## src/rtl/br_perf_pkg.sv

```systemverilog
// Shared types and constants for the branch-predictor performance monitor.
package br_perf_pkg;

    typedef enum logic [1:0] {
        ST_IDLE = 2'd0,
        ST_RUN  = 2'd1,
        ST_HOLD = 2'd2
    } state_e;

    typedef enum logic [2:0] {
        SEL_CYC    = 3'd0,
        SEL_INSTR  = 3'd1,
        SEL_BR     = 3'd2,
        SEL_MISS   = 3'd3,
        SEL_STREAK = 3'd4
    } sel_e;

    localparam int OVF_CYC   = 0;
    localparam int OVF_INSTR = 1;
    localparam int OVF_BR    = 2;
    localparam int OVF_MISS  = 3;

    localparam logic [31:0] NOP_WORD_DEFAULT = 32'h0000_0013;

    // Only full-width (non-compressed) encodings count, and the canonical NOP is a bubble.
    function automatic logic isCountedInstr(input logic [31:0] word, input logic [31:0] nopWord);
        return (word[1:0] == 2'b11) && (word != nopWord);
    endfunction

endpackage

```

## src/rtl/br_perf_sat_cnt.sv

```systemverilog
// Saturating up-counter with synchronous clear and a sticky overflow flag
// that is set when an increment is attempted at the maximum value.
module br_perf_sat_cnt #(
    parameter int W = 32
) (
    input  logic         clk_i,
    input  logic         rst_i,
    input  logic         clr_i,
    input  logic         inc_i,
    output logic [W-1:0] cnt_o,
    output logic         ovf_o
);

    logic [W-1:0] cnt_q, cnt_d;
    logic         ovf_q, ovf_d;

    always_comb begin
        cnt_d = cnt_q;
        ovf_d = ovf_q;
        if (clr_i) begin
            cnt_d = '0;
            ovf_d = 1'b0;
        end else if (inc_i) begin
            if (cnt_q == '1) begin
                ovf_d = 1'b1;
            end else begin
                cnt_d = cnt_q + W'(1);
            end
        end
    end

    always_ff @(posedge clk_i) begin
        if (rst_i) begin
            cnt_q <= '0;
            ovf_q <= 1'b0;
        end else begin
            cnt_q <= cnt_d;
            ovf_q <= ovf_d;
        end
    end

    assign cnt_o = cnt_q;
    assign ovf_o = ovf_q;

endmodule

```

## src/rtl/br_perf_monitor.sv

```systemverilog
// Branch-predictor performance monitor: windowed event counters with a 1-cycle readout port.
// Optional feature: define BR_PERF_STREAK_EN to add a max consecutive-miss streak on select 4.
module br_perf_monitor
    import br_perf_pkg::*;
#(
    parameter int          CNT_W    = 32,
    parameter logic [31:0] NOP_WORD = NOP_WORD_DEFAULT
) (
    input  logic             clk_i,
    input  logic             rst_i,
    input  logic             start_i,
    input  logic             stop_i,
    input  logic             clear_i,
    input  logic             br_instr_i,
    input  logic             br_miss_i,
    input  logic [31:0]      instr_i,
    input  logic             rd_req_i,
    input  logic [2:0]       rd_sel_i,
    output logic             rd_valid_o,
    output logic [CNT_W-1:0] rd_data_o,
    output logic [1:0]       state_o,
    output logic [3:0]       ovf_o
);

    state_e state_q, state_d;
    logic   runEn;

    always_ff @(posedge clk_i) begin
        if (rst_i) state_q <= ST_IDLE;
        else       state_q <= state_d;
    end

    // A pending stop blocks start, so start+stop in IDLE or HOLD leaves the state alone.
    always_comb begin
        state_d = state_q;
        if (clear_i) begin
            state_d = ST_IDLE;
        end else if (stop_i) begin
            if (state_q == ST_RUN) state_d = ST_HOLD;
        end else if (start_i && (state_q != ST_RUN)) begin
            state_d = ST_RUN;
        end
    end

    always_comb begin
        runEn   = (state_q == ST_RUN);
        state_o = state_q;
    end

    logic evtEn_q, evtInstr_q, evtBr_q, evtMiss_q;
    logic evtEn_d, evtInstr_d, evtBr_d, evtMiss_d;

    // Events from a clear cycle are dropped so the counters come out of clear at zero.
    always_comb begin
        evtEn_d    = runEn && !clear_i;
        evtInstr_d = isCountedInstr(instr_i, NOP_WORD);
        evtBr_d    = br_instr_i;
        evtMiss_d  = br_miss_i && br_instr_i;
    end

    always_ff @(posedge clk_i) begin
        if (rst_i) begin
            evtEn_q    <= 1'b0;
            evtInstr_q <= 1'b0;
            evtBr_q    <= 1'b0;
            evtMiss_q  <= 1'b0;
        end else begin
            evtEn_q    <= evtEn_d;
            evtInstr_q <= evtInstr_d;
            evtBr_q    <= evtBr_d;
            evtMiss_q  <= evtMiss_d;
        end
    end

    logic [CNT_W-1:0] cycCnt, instrCnt, brCnt, missCnt;
    logic [3:0]       ovfVec;

    br_perf_sat_cnt #(.W(CNT_W)) u_cycCnt (
        .clk_i(clk_i), .rst_i(rst_i), .clr_i(clear_i), .inc_i(evtEn_q),
        .cnt_o(cycCnt), .ovf_o(ovfVec[OVF_CYC])
    );
    br_perf_sat_cnt #(.W(CNT_W)) u_instrCnt (
        .clk_i(clk_i), .rst_i(rst_i), .clr_i(clear_i), .inc_i(evtEn_q && evtInstr_q),
        .cnt_o(instrCnt), .ovf_o(ovfVec[OVF_INSTR])
    );
    br_perf_sat_cnt #(.W(CNT_W)) u_brCnt (
        .clk_i(clk_i), .rst_i(rst_i), .clr_i(clear_i), .inc_i(evtEn_q && evtBr_q),
        .cnt_o(brCnt), .ovf_o(ovfVec[OVF_BR])
    );
    br_perf_sat_cnt #(.W(CNT_W)) u_missCnt (
        .clk_i(clk_i), .rst_i(rst_i), .clr_i(clear_i), .inc_i(evtEn_q && evtMiss_q),
        .cnt_o(missCnt), .ovf_o(ovfVec[OVF_MISS])
    );

    assign ovf_o = ovfVec;

`ifdef BR_PERF_STREAK_EN
    logic [CNT_W-1:0] streakCnt, streakMax_q, streakMax_d;
    logic             streakOvf;
    logic             streakRestart;

    // A correctly predicted branch ends the current run of misses.
    assign streakRestart = clear_i || (evtEn_q && evtBr_q && !evtMiss_q);

    br_perf_sat_cnt #(.W(CNT_W)) u_streakCnt (
        .clk_i(clk_i), .rst_i(rst_i), .clr_i(streakRestart), .inc_i(evtEn_q && evtMiss_q),
        .cnt_o(streakCnt), .ovf_o(streakOvf)
    );

    always_comb begin
        streakMax_d = streakMax_q;
        if (clear_i)                        streakMax_d = '0;
        else if (streakCnt > streakMax_q)   streakMax_d = streakCnt;
    end

    always_ff @(posedge clk_i) begin
        if (rst_i) streakMax_q <= '0;
        else       streakMax_q <= streakMax_d;
    end
`endif

    logic [CNT_W-1:0] selData;
    logic [CNT_W-1:0] rdData_q, rdData_d;
    logic             rdValid_q, rdValid_d;

    always_comb begin
        selData = '0;
        case (rd_sel_i)
            SEL_CYC:    selData = cycCnt;
            SEL_INSTR:  selData = instrCnt;
            SEL_BR:     selData = brCnt;
            SEL_MISS:   selData = missCnt;
`ifdef BR_PERF_STREAK_EN
            SEL_STREAK: selData = streakMax_q;
`endif
            default:    selData = '0;
        endcase
    end

    // Read data is sampled from the pre-update counter values, so a same-cycle clear is not seen.
    always_comb begin
        rdValid_d = rd_req_i;
        rdData_d  = rd_req_i ? selData : rdData_q;
    end

    always_ff @(posedge clk_i) begin
        if (rst_i) begin
            rdValid_q <= 1'b0;
            rdData_q  <= '0;
        end else begin
            rdValid_q <= rdValid_d;
            rdData_q  <= rdData_d;
        end
    end

    assign rd_valid_o = rdValid_q;
    assign rd_data_o  = rdData_q;

endmodule

```

## config.mk

```make
export PLATFORM = sky130hd
export DESIGN_NAME = br_perf_monitor
export DESIGN_NICKNAME = d
export VERILOG_FILES = /design/src/rtl/br_perf_pkg.sv /design/src/rtl/br_perf_sat_cnt.sv /design/src/rtl/br_perf_monitor.sv
export SDC_FILE = /design/constraint.sdc
export NUM_CORES = 1
export LEC_CHECK = 0
export ABC_AREA = 0
export ABC_CLOCK_PERIOD_IN_PS = 6100
export CAP_MARGIN = 10
export CORE_UTILIZATION = 60
export CTS_BUF_LIST = sky130_fd_sc_hd__clkbuf_8
export CTS_CLUSTER_SIZE = 12
export DETAILED_ROUTE_END_ITERATION = 8
export GPL_TIMING_DRIVEN = 0
export PLACE_DENSITY = 0.83
export SLEW_MARGIN = 10
export SYNTH_ARGS = -nofsm -noshare
export SYNTH_HDL_FRONTEND = slang
export SYNTH_SLANG_ARGS = --single-unit
```

## constraint.sdc

```tcl
create_clock -name clk_i -period 6.1 [get_ports clk_i]
set_clock_uncertainty 0.05 [all_clocks]
set_input_delay 1.22 -clock clk_i [delete_from_list [all_inputs] [get_ports clk_i]]
set_output_delay 1.22 -clock clk_i [all_outputs]
set_load 0.01 [all_outputs]
```

* Yosys cells after proc, flatten, opt, wreduce, memory -nomap -nowiden *
Index checks and enable logic that the tools add are counted.

cells by class
  add/subtract/negate cells = 4
  equality and inequality tests = 12
  mux-type cells = 4
  bitwise gates (word level) = 4
  reduce and logical (&&, ||, !) cells = 20

operators by type and width
  kind                   count
  $add 32x1->32 const B  4
  $eq 32x32->1 const B   4
  $pmux 32 s4            1
  $ne 32x5->1 const B    1
  $reduce_and 2->1       9
  $logic_and 1x1->1      7
  $eq 3x2->1 const B     2
  $mux 2                 3
  $ne 2x1->1 const B     2
  $not 1->1              4
  $eq 3x1->1 const B     1
  $logic_not 3->1        1
  $eq 2x1->1 const B     1
  $eq 2x2->1 const B     1
  $reduce_bool 2->1      1
  $reduce_or 2->1        1
  $logic_not 1->1        1

word-level totals
  bits in registers = 171
  input port bits = 43
  logic and storage cells = 59

* Longest topological paths before layout *
Gate-level depths: netlist (run 1).

  depth in word-level cells = 4
  mapped depth = 8

* Hierarchy *
From an unflattened synthesis (run 1), not the netlist that was laid out.

unflattened totals
  cells, all modules = 921
  area total of the unflattened synthesis = 8807.2 um2

by module, submodules not included
  module           times used  cells each  area each (um2)  seq. area each (um2)
  br_perf_sat_cnt  4           194         1689.1           660.6
  br_perf_monitor  1           145         2050.7           780.7

* Least setup slack after synthesis (run 1) *
Ideal clock, no wire load.

  kind = input-to-reg
  start = input port rd_sel_i[0]
  end = register rdData_q[10] (netlist: rd_data_o[10])
  setup time = 128 ps
  data arrival time = 2483 ps
  required time = 5922 ps
  path slack = 3439 ps
  cell stages on the path = 7
  cell sequence = clkbuf_1 -> clkbuf_1 -> mux2_2 -> a22oi_1 -> o211ai_1 -> o21ai_0 -> nor2_1

on the way
  longest elaborated chain between the ends = 2
  elaborated cells between the ends (all ways) = 5
  classes of those cells = eq/ne (3); mux (1); reduce/logical (1)

ends and longest elaborated chain
  element                             RTL line                source
  start: declaration                  br_perf_monitor.sv:18   input logic [2:0] rd_sel_i,
  $eq 3x2->1 (tied with other cells)  br_perf_monitor.sv:128  case (rd_sel_i)
  $pmux 32 s4 (*)                     br_perf_monitor.sv:128
  end signal: assignment              br_perf_monitor.sv:152  rdData_q <= rdData_d;
  end: declaration                    br_perf_monitor.sv:123  logic [CNT_W-1:0] rdData_q, rdData_d;

Every way passes the cells marked *; elsewhere a longest branch is shown, timed or not.
A chain may end at the register's enable or synchronous reset.

* Final worst setup path (run 1) *
  start = input port clear_i
  end = register u_cycCnt.ovf_q (netlist: u_cycCnt.ovf_o)

on the way
  longest elaborated chain between the ends = 1

ends and longest elaborated chain
  element                    RTL line               source
  start: declaration         br_perf_monitor.sv:13  input logic clear_i,
  $reduce_or 2->1 (no line)  --
  end signal: assignment     br_perf_sat_cnt.sv:38  ovf_q <= ovf_d;
  end: declaration           br_perf_sat_cnt.sv:15  logic ovf_q, ovf_d;

Every way passes these cells.

==> results of run 1 <==
## cell usage in the layout, fill, tap and decap left out, drive strengths merged, types with 42 or more instances in the layout
cell / count
dfxtp: 171
clkdlybuf4s50: 77
nand2: 102
a21oi: 96
or3: 60
clkbuf: 74
nand4: 42
nor2: 86
nand3: 50
o21ai: 91
## through the flow
| stage | hold slack (ns) | power (uW) | cells | instance area (um^2) | util |
|---|---|---|---|---|---|
| 2_1_floorplan | 0.388 | 1220 | 1112 | 8930 | - |
| 3_3_place_gp | 0.408 | 1290 | 1373 | 9930 | 0.683 |
| 3_5_place_dp | 0.414 | 1300 | 1373 | 9930 | 0.683 |
| 4_1_cts | 0.436 | 2110 | 1405 | 10300 | 0.712 |
| 5_1_grt | 0.467 | 2180 | 1405 | 10300 | 0.712 |
| 6_report | 0.433 | 2120 | 1405 | 10300 | 0.712 |
## power by group through the flow
stage | Sequential [uW] | Combinational (uW) | Clock, uW
CTS | 1130 | 136 | 845
finish | 1130 | 138 | 844
global route | 1130 | 149 | 893
global placement | 1160 | 134 | 0
floorplan | 1160 | 57.4 | 0
detailed placement | 1160 | 136 | 0
## metal layers
layer,vias to the layer above,share of wire
li1,4383,-
met1,4395,0.42
met2,556,0.45
met3,71,0.099
met4,0,0.032
met5,-,0
## kinds of logic (layout without fill, tap and decap cells)
logic type / count (synthesis) / after routing / share of synthesized area
flip-flops: 171 / 171 / 0.383
buffers and inverters: 91 / 200 / 0.0410
adder cells (fa/ha/maj): 4 / 4 / 0.00560
XOR/XNOR: 19 / 19 / 0.0186
multiplexers: 41 / 41 / 0.0517
AND/OR/NAND/NOR: 465 / 465 / 0.276
AO/OA/AOI/OAI: 321 / 321 / 0.224
## final cells by class
type                    count  area, um^2  area share
plain buffers              71         292      0.0282
clock buffers              20         275      0.0266
clock inverters            12         139      0.0134
inverters                  20        75.1     0.00726
multi-input cells         850        5140       0.497
flip-flops and latches    171        3420       0.331
well taps                 184         230      0.0222
repair buffers             77         771      0.0745
## tightest hold or removal path: cells and delay by family, from the launching register on
| family | cells | cell delay [ns] |
|---|---|---|
| and+or+nand+nor | 1 | 0.07 |
| DFF | 1 | 0.34 |
| AOI/OAI and AO/OA | 1 | 0.04 |
## state kept, by name, summed over array words and instances (netlist names)
register,count
u_instrCnt.cnt_o,32
u_missCnt.cnt_o,32
u_instrCnt.ovf_o,1
u_missCnt.ovf_o,1
u_cycCnt.cnt_o,32
evtBr_q,1
evtInstr_q,1
evtMiss_q,1
evtEn_q,1
u_cycCnt.ovf_o,1
rd_data_o,32
rd_valid_o,1
state_o,2
u_brCnt.cnt_o,32
u_brCnt.ovf_o,1
## worst paths after layout
| check | slack (ns) | startpoint | cells after the start | end |
|---|---|---|---|---|
| worst min-delay path | 0.43 | u_missCnt.ovf_o | 2 | u_missCnt.ovf_o |
| worst min register to register | 0.43 | u_missCnt.ovf_o | 2 | u_missCnt.ovf_o |
| worst max-delay path | 2.69 | clear_i | 6 | u_cycCnt.ovf_o |
| worst max register to register | 3.19 | u_instrCnt.cnt_o[0] | 7 | u_instrCnt.cnt_o[11] |
==> impl_metrics.ini, run 1 <==
[clocking]
root_buffer = clkbuf_8
cts_made_buffers = 17
clock_sinks = 171
cts_max_path_buffers = 2
clock_latency_ns = 0.49
ctsHoldBuffers = 0
cts_setup_buffers = 0
post_cts_resized = 0
path_clk_slew_ns = 0.10
htree_levels = 4
cts_tree = done

[logic_synthesis]
synth.distinct_cells = 61
syn_area_um2 = 8930
synth_cells = 1112
synth_ff_type = dfxtp_1
yosysMostFrequentCell = dfxtp_1
syn_avg_cell_area_um2 = 8.03
ys_top_cells_by_count = 171 x dfxtp_1, 102 x nand2_1, 96 x a21oi_1
synth_area_leaders = dfxtp_1 38%, a21oi_1 5.4%, o21ai_0 5.0%
synth_nets = 1159
async_flop_share = 0
ys_ff_latch = 171
yosys.area.top_type = dfxtp_1
seq_area_frac_synth = 0.383
yosysTopAreaCellShare = 0.383
synth_edf_count = 0
ys_warn_count = 0

[timing]
hold_viol = 0
rsz0062_at_grt = false
layout_min_cycle_time_ns = 3.41
max_freq_mhz = 293
setup-violations-final = 0
fin_ws_ns = 2.69
slew_violations = 0
fin_crit_sh = 0.560
setup_tns_ns = 0
max_slew_margin = 0.366
worst_pin_slew_ns = 0.942

[setup_path]
cp_common_cell = clkbuf_1
crit_type = input pin to flip-flop
crit_family = buffers and inverters
arrival_ns = 3.71
required_ns = 6.39
worst_setup_path_start_kind = input pin
cp_num_buf_inv = 4
crit_slowest_cell = clkdlybuf4s50_1
worst-path-max-fanout = 10
cp_cell_sequence = clkdlybuf4s50_1 -> or2_2 -> clkbuf_1 -> clkbuf_1 -> buf_1 -> nor2_1
critPathCaptureType = flip-flop
max_stage_delay_ns = 0.74

[power]
internal_power_uw = 1590
worst_ir_drop_vdd_mv = 0.177
switching_power_uw = 529
switching_share = 0.250
power_frac_comb = 0.065
clkPwrFrac = 0.399
p_leak_uw = 0.00298
seqPwrFrac = 0.536
p_per_area_nw_per_um2 = 204

[grt]
grt.overflow.total = 0
grt_antenna_before_repair = 0
grt.busiest_layer = met2
grt_pass1_wl_um = 42100
gr-usage-all-layers = 0.359
met3_usage = 0.0737
grt_max_degree = 17
grt_pass1_vias = 8221
met2_usage = 0.541
use_met1 = 0.496

[finish]
num_antenna_cells = 0
syn2layout_area_growth_pct = 15.8
drive_gt1_frac = 0.0786
nets = 1255
fill_cells = 1170

[run_status]
status = completed

[hold_path]
min_path_type = flip-flop to flip-flop

[detailed_routing]
wirelength_um = 26900
drc = 0
vias = 9405
drt_pass1_iterations = 5
detail-route-antenna-nets = 0
drt-vias-per-instance = 6.69
drt-initial-drc-count = 1284
wire_per_inst_um = 19.1

[place]
dp_slack_ns = 2.28
io_buffers = 77
gp_congestion = 0.963
hpwl_um = 19700

[floorplan]
fp.coreArea_um2 = 14500
start_util = 0.615
die_w_um = 124
fp-row-count = 44
die-area_um2 = 15400
ios = 82
die_y_um = 124

[run]
drv_cap = 0
No activity file was read; power rests on OpenSTA's default activity.
==> run 2, diff against run 1 <==
- ABC_CLOCK_PERIOD_IN_PS: 6100 -> 3420
- clock period: 6.1 -> 3.42 ns (I/O delays scaled with it)
==> impl_metrics.ini, run 2 (synthesized netlist as in run 1, its figures left out) <==
[timing]
fin_crit_sh = 0.854
setup-violations-final = 0
max_freq_mhz = 342
layout_min_cycle_time_ns = 2.92
setup_tns_ns = 0
hold_viol = 0
max_slew_margin = 0.401
fin_ws_ns = 0.499
rsz0062_at_grt = false
worst_pin_slew_ns = 0.890
slew_violations = 0

[hold_path]
min_path_type = flip-flop to flip-flop
hold_path_startpoint = u_missCnt.ovf_o

[setup_path]
r2r-end = u_instrCnt.cnt_o[25]
crit_type = input pin to flip-flop
cp_cell_sequence = clkdlybuf4s50_1 -> or2_2 -> clkbuf_1 -> clkbuf_1 -> buf_1 -> nor2_1
cp_common_cell = clkbuf_1
required_ns = 3.71
r2r-start = u_instrCnt.cnt_o[0]
r2r_slack_ns = 0.55
max_stage_delay_ns = 0.76
arrival_ns = 3.21
crit_start = rst_i
crit_slowest_cell = clkdlybuf4s50_1
reg2reg_depth = 7
crit_path_end = u_missCnt.cnt_o[15]
crit_family = buffers and inverters
critPathCaptureType = flip-flop
cp_num_buf_inv = 4
worst-path-max-fanout = 10
worst_setup_path_start_kind = input pin
crit_cells = 6

[power]
p_per_area_nw_per_um2 = 364
p_leak_uw = 0.00298
total_power_uw = 3770
worst_ir_drop_vdd_mv = 0.317

[detailed_routing]
drt-vias-per-instance = 6.68
drc = 0
drt-initial-drc-count = 1265
vias = 9390
drt_pass1_iterations = 6
detail-route-antenna-nets = 0
wirelength_um = 26800
wire_per_inst_um = 19.1

[clocking]
htree_levels = 4
clock_sinks = 171
path_clk_slew_ns = 0.10
cts_made_buffers = 17
post_cts_resized = 0
ctsHoldBuffers = 0
clock_latency_ns = 0.48
cts_setup_buffers = 0
cts_max_path_buffers = 2
root_buffer = clkbuf_8
cts_tree = done

[finish]
final_cell_mix = 171 x dfxtp_1, 102 x nand2_1, 96 x a21oi_1
fill_cells = 1170
num_antenna_cells = 0
final_area_um2 = 10300
final_core_util = 0.712
mostFrequentLayoutCell = dfxtp_1
syn2layout_area_growth_pct = 15.8
drive_gt1_frac = 0.0786
nets = 1255

[floorplan]
die_w_um = 124
die_y_um = 124
die-area_um2 = 15400
ios = 82
start_util = 0.615
fp.coreArea_um2 = 14500
fp-row-count = 44

[grt]
grt_antenna_before_repair = 0
gr-usage-all-layers = 0.359
grt_max_degree = 17
grt_pass1_wl_um = 42000
grt.overflow.total = 0
grt_pass1_vias = 8220

[place]
dp_slack_ns = 0.138
placed_area_um2 = 9930
io_buffers = 77
hpwl_um = 19700
gp_congestion = 0.963

[run]
drv_cap = 0

[run_status]
status = completed
==> run 2: cell counts in the layout (fill, tap and decap cells not counted) <==
No cell type changed its count.
==> run 2: worst min path at each step <==
stage / endpoint / slack (ns) / cells past startpoint
6_report: u_missCnt.ovf_o / 0.43 / 2
2_1_floorplan: u_instrCnt.ovf_o / 0.39 / 2
3_3_place_gp: u_instrCnt.ovf_o / 0.41 / 2
4_1_cts: u_missCnt.ovf_o / 0.44 / 2
5_1_grt: u_brCnt.cnt_o[10] / 0.47 / 2
3_5_place_dp: u_missCnt.ovf_o / 0.41 / 2
==> run 2: metrics by stage <==
step | std cells | hold WS [ns]
2_1_floorplan | 1112 | 0.388
3_3_place_gp | 1373 | 0.408
3_5_place_dp | 1373 | 0.414
4_1_cts | 1405 | 0.436
5_1_grt | 1405 | 0.467
6_report | 1405 | 0.433
==> run 2: worst reg2reg max path, stage by stage (launching register included) <==
cell and delay [ns]:
dfxtp_1 0.40, ha_1 0.23, nand2_1 0.25, nor4_1 0.84
and3_1 0.35, clkbuf_1 0.37, o31ai_1 0.15, a21oi_1 0.16
==> run 2: layout make-up <==
type                    instances  area, um^2  share of cell area
clock inverters                12         139              0.0134
flip-flops and latches        171        3420               0.331
multi-input cells             850        5140               0.497
well taps                     184         230              0.0222
clock buffers                  20         275              0.0266
inverters                      20        75.1             0.00726
plain buffers                  71         292              0.0282
repair buffers                 77         771              0.0745
==> run 2: per-layer routing <==
layer | part of all wire | wire, um | vias up | GRT usage
li1 | - | - | 4391 | -
met1 | 0.43 | 11500 | 4417 | 0.495
met2 | 0.45 | 12000 | 516 | 0.542
met3 | 0.088 | 2360 | 66 | 0.0737
met4 | 0.031 | 840 | 0 | 0.153
met5 | 0 | 0 | - | 0
==> run 2: power breakdown <==
group | leakage, uW | switching (uW) | internal [uW] | total, uW
registers | 0.00138 | 11.1 | 2010 | 2020
logic | 0.00139 | 141 | 106 | 247
clock network | 0.000204 | 784 | 715 | 1500
total | 0.00298 | 936 | 2830 | 3770
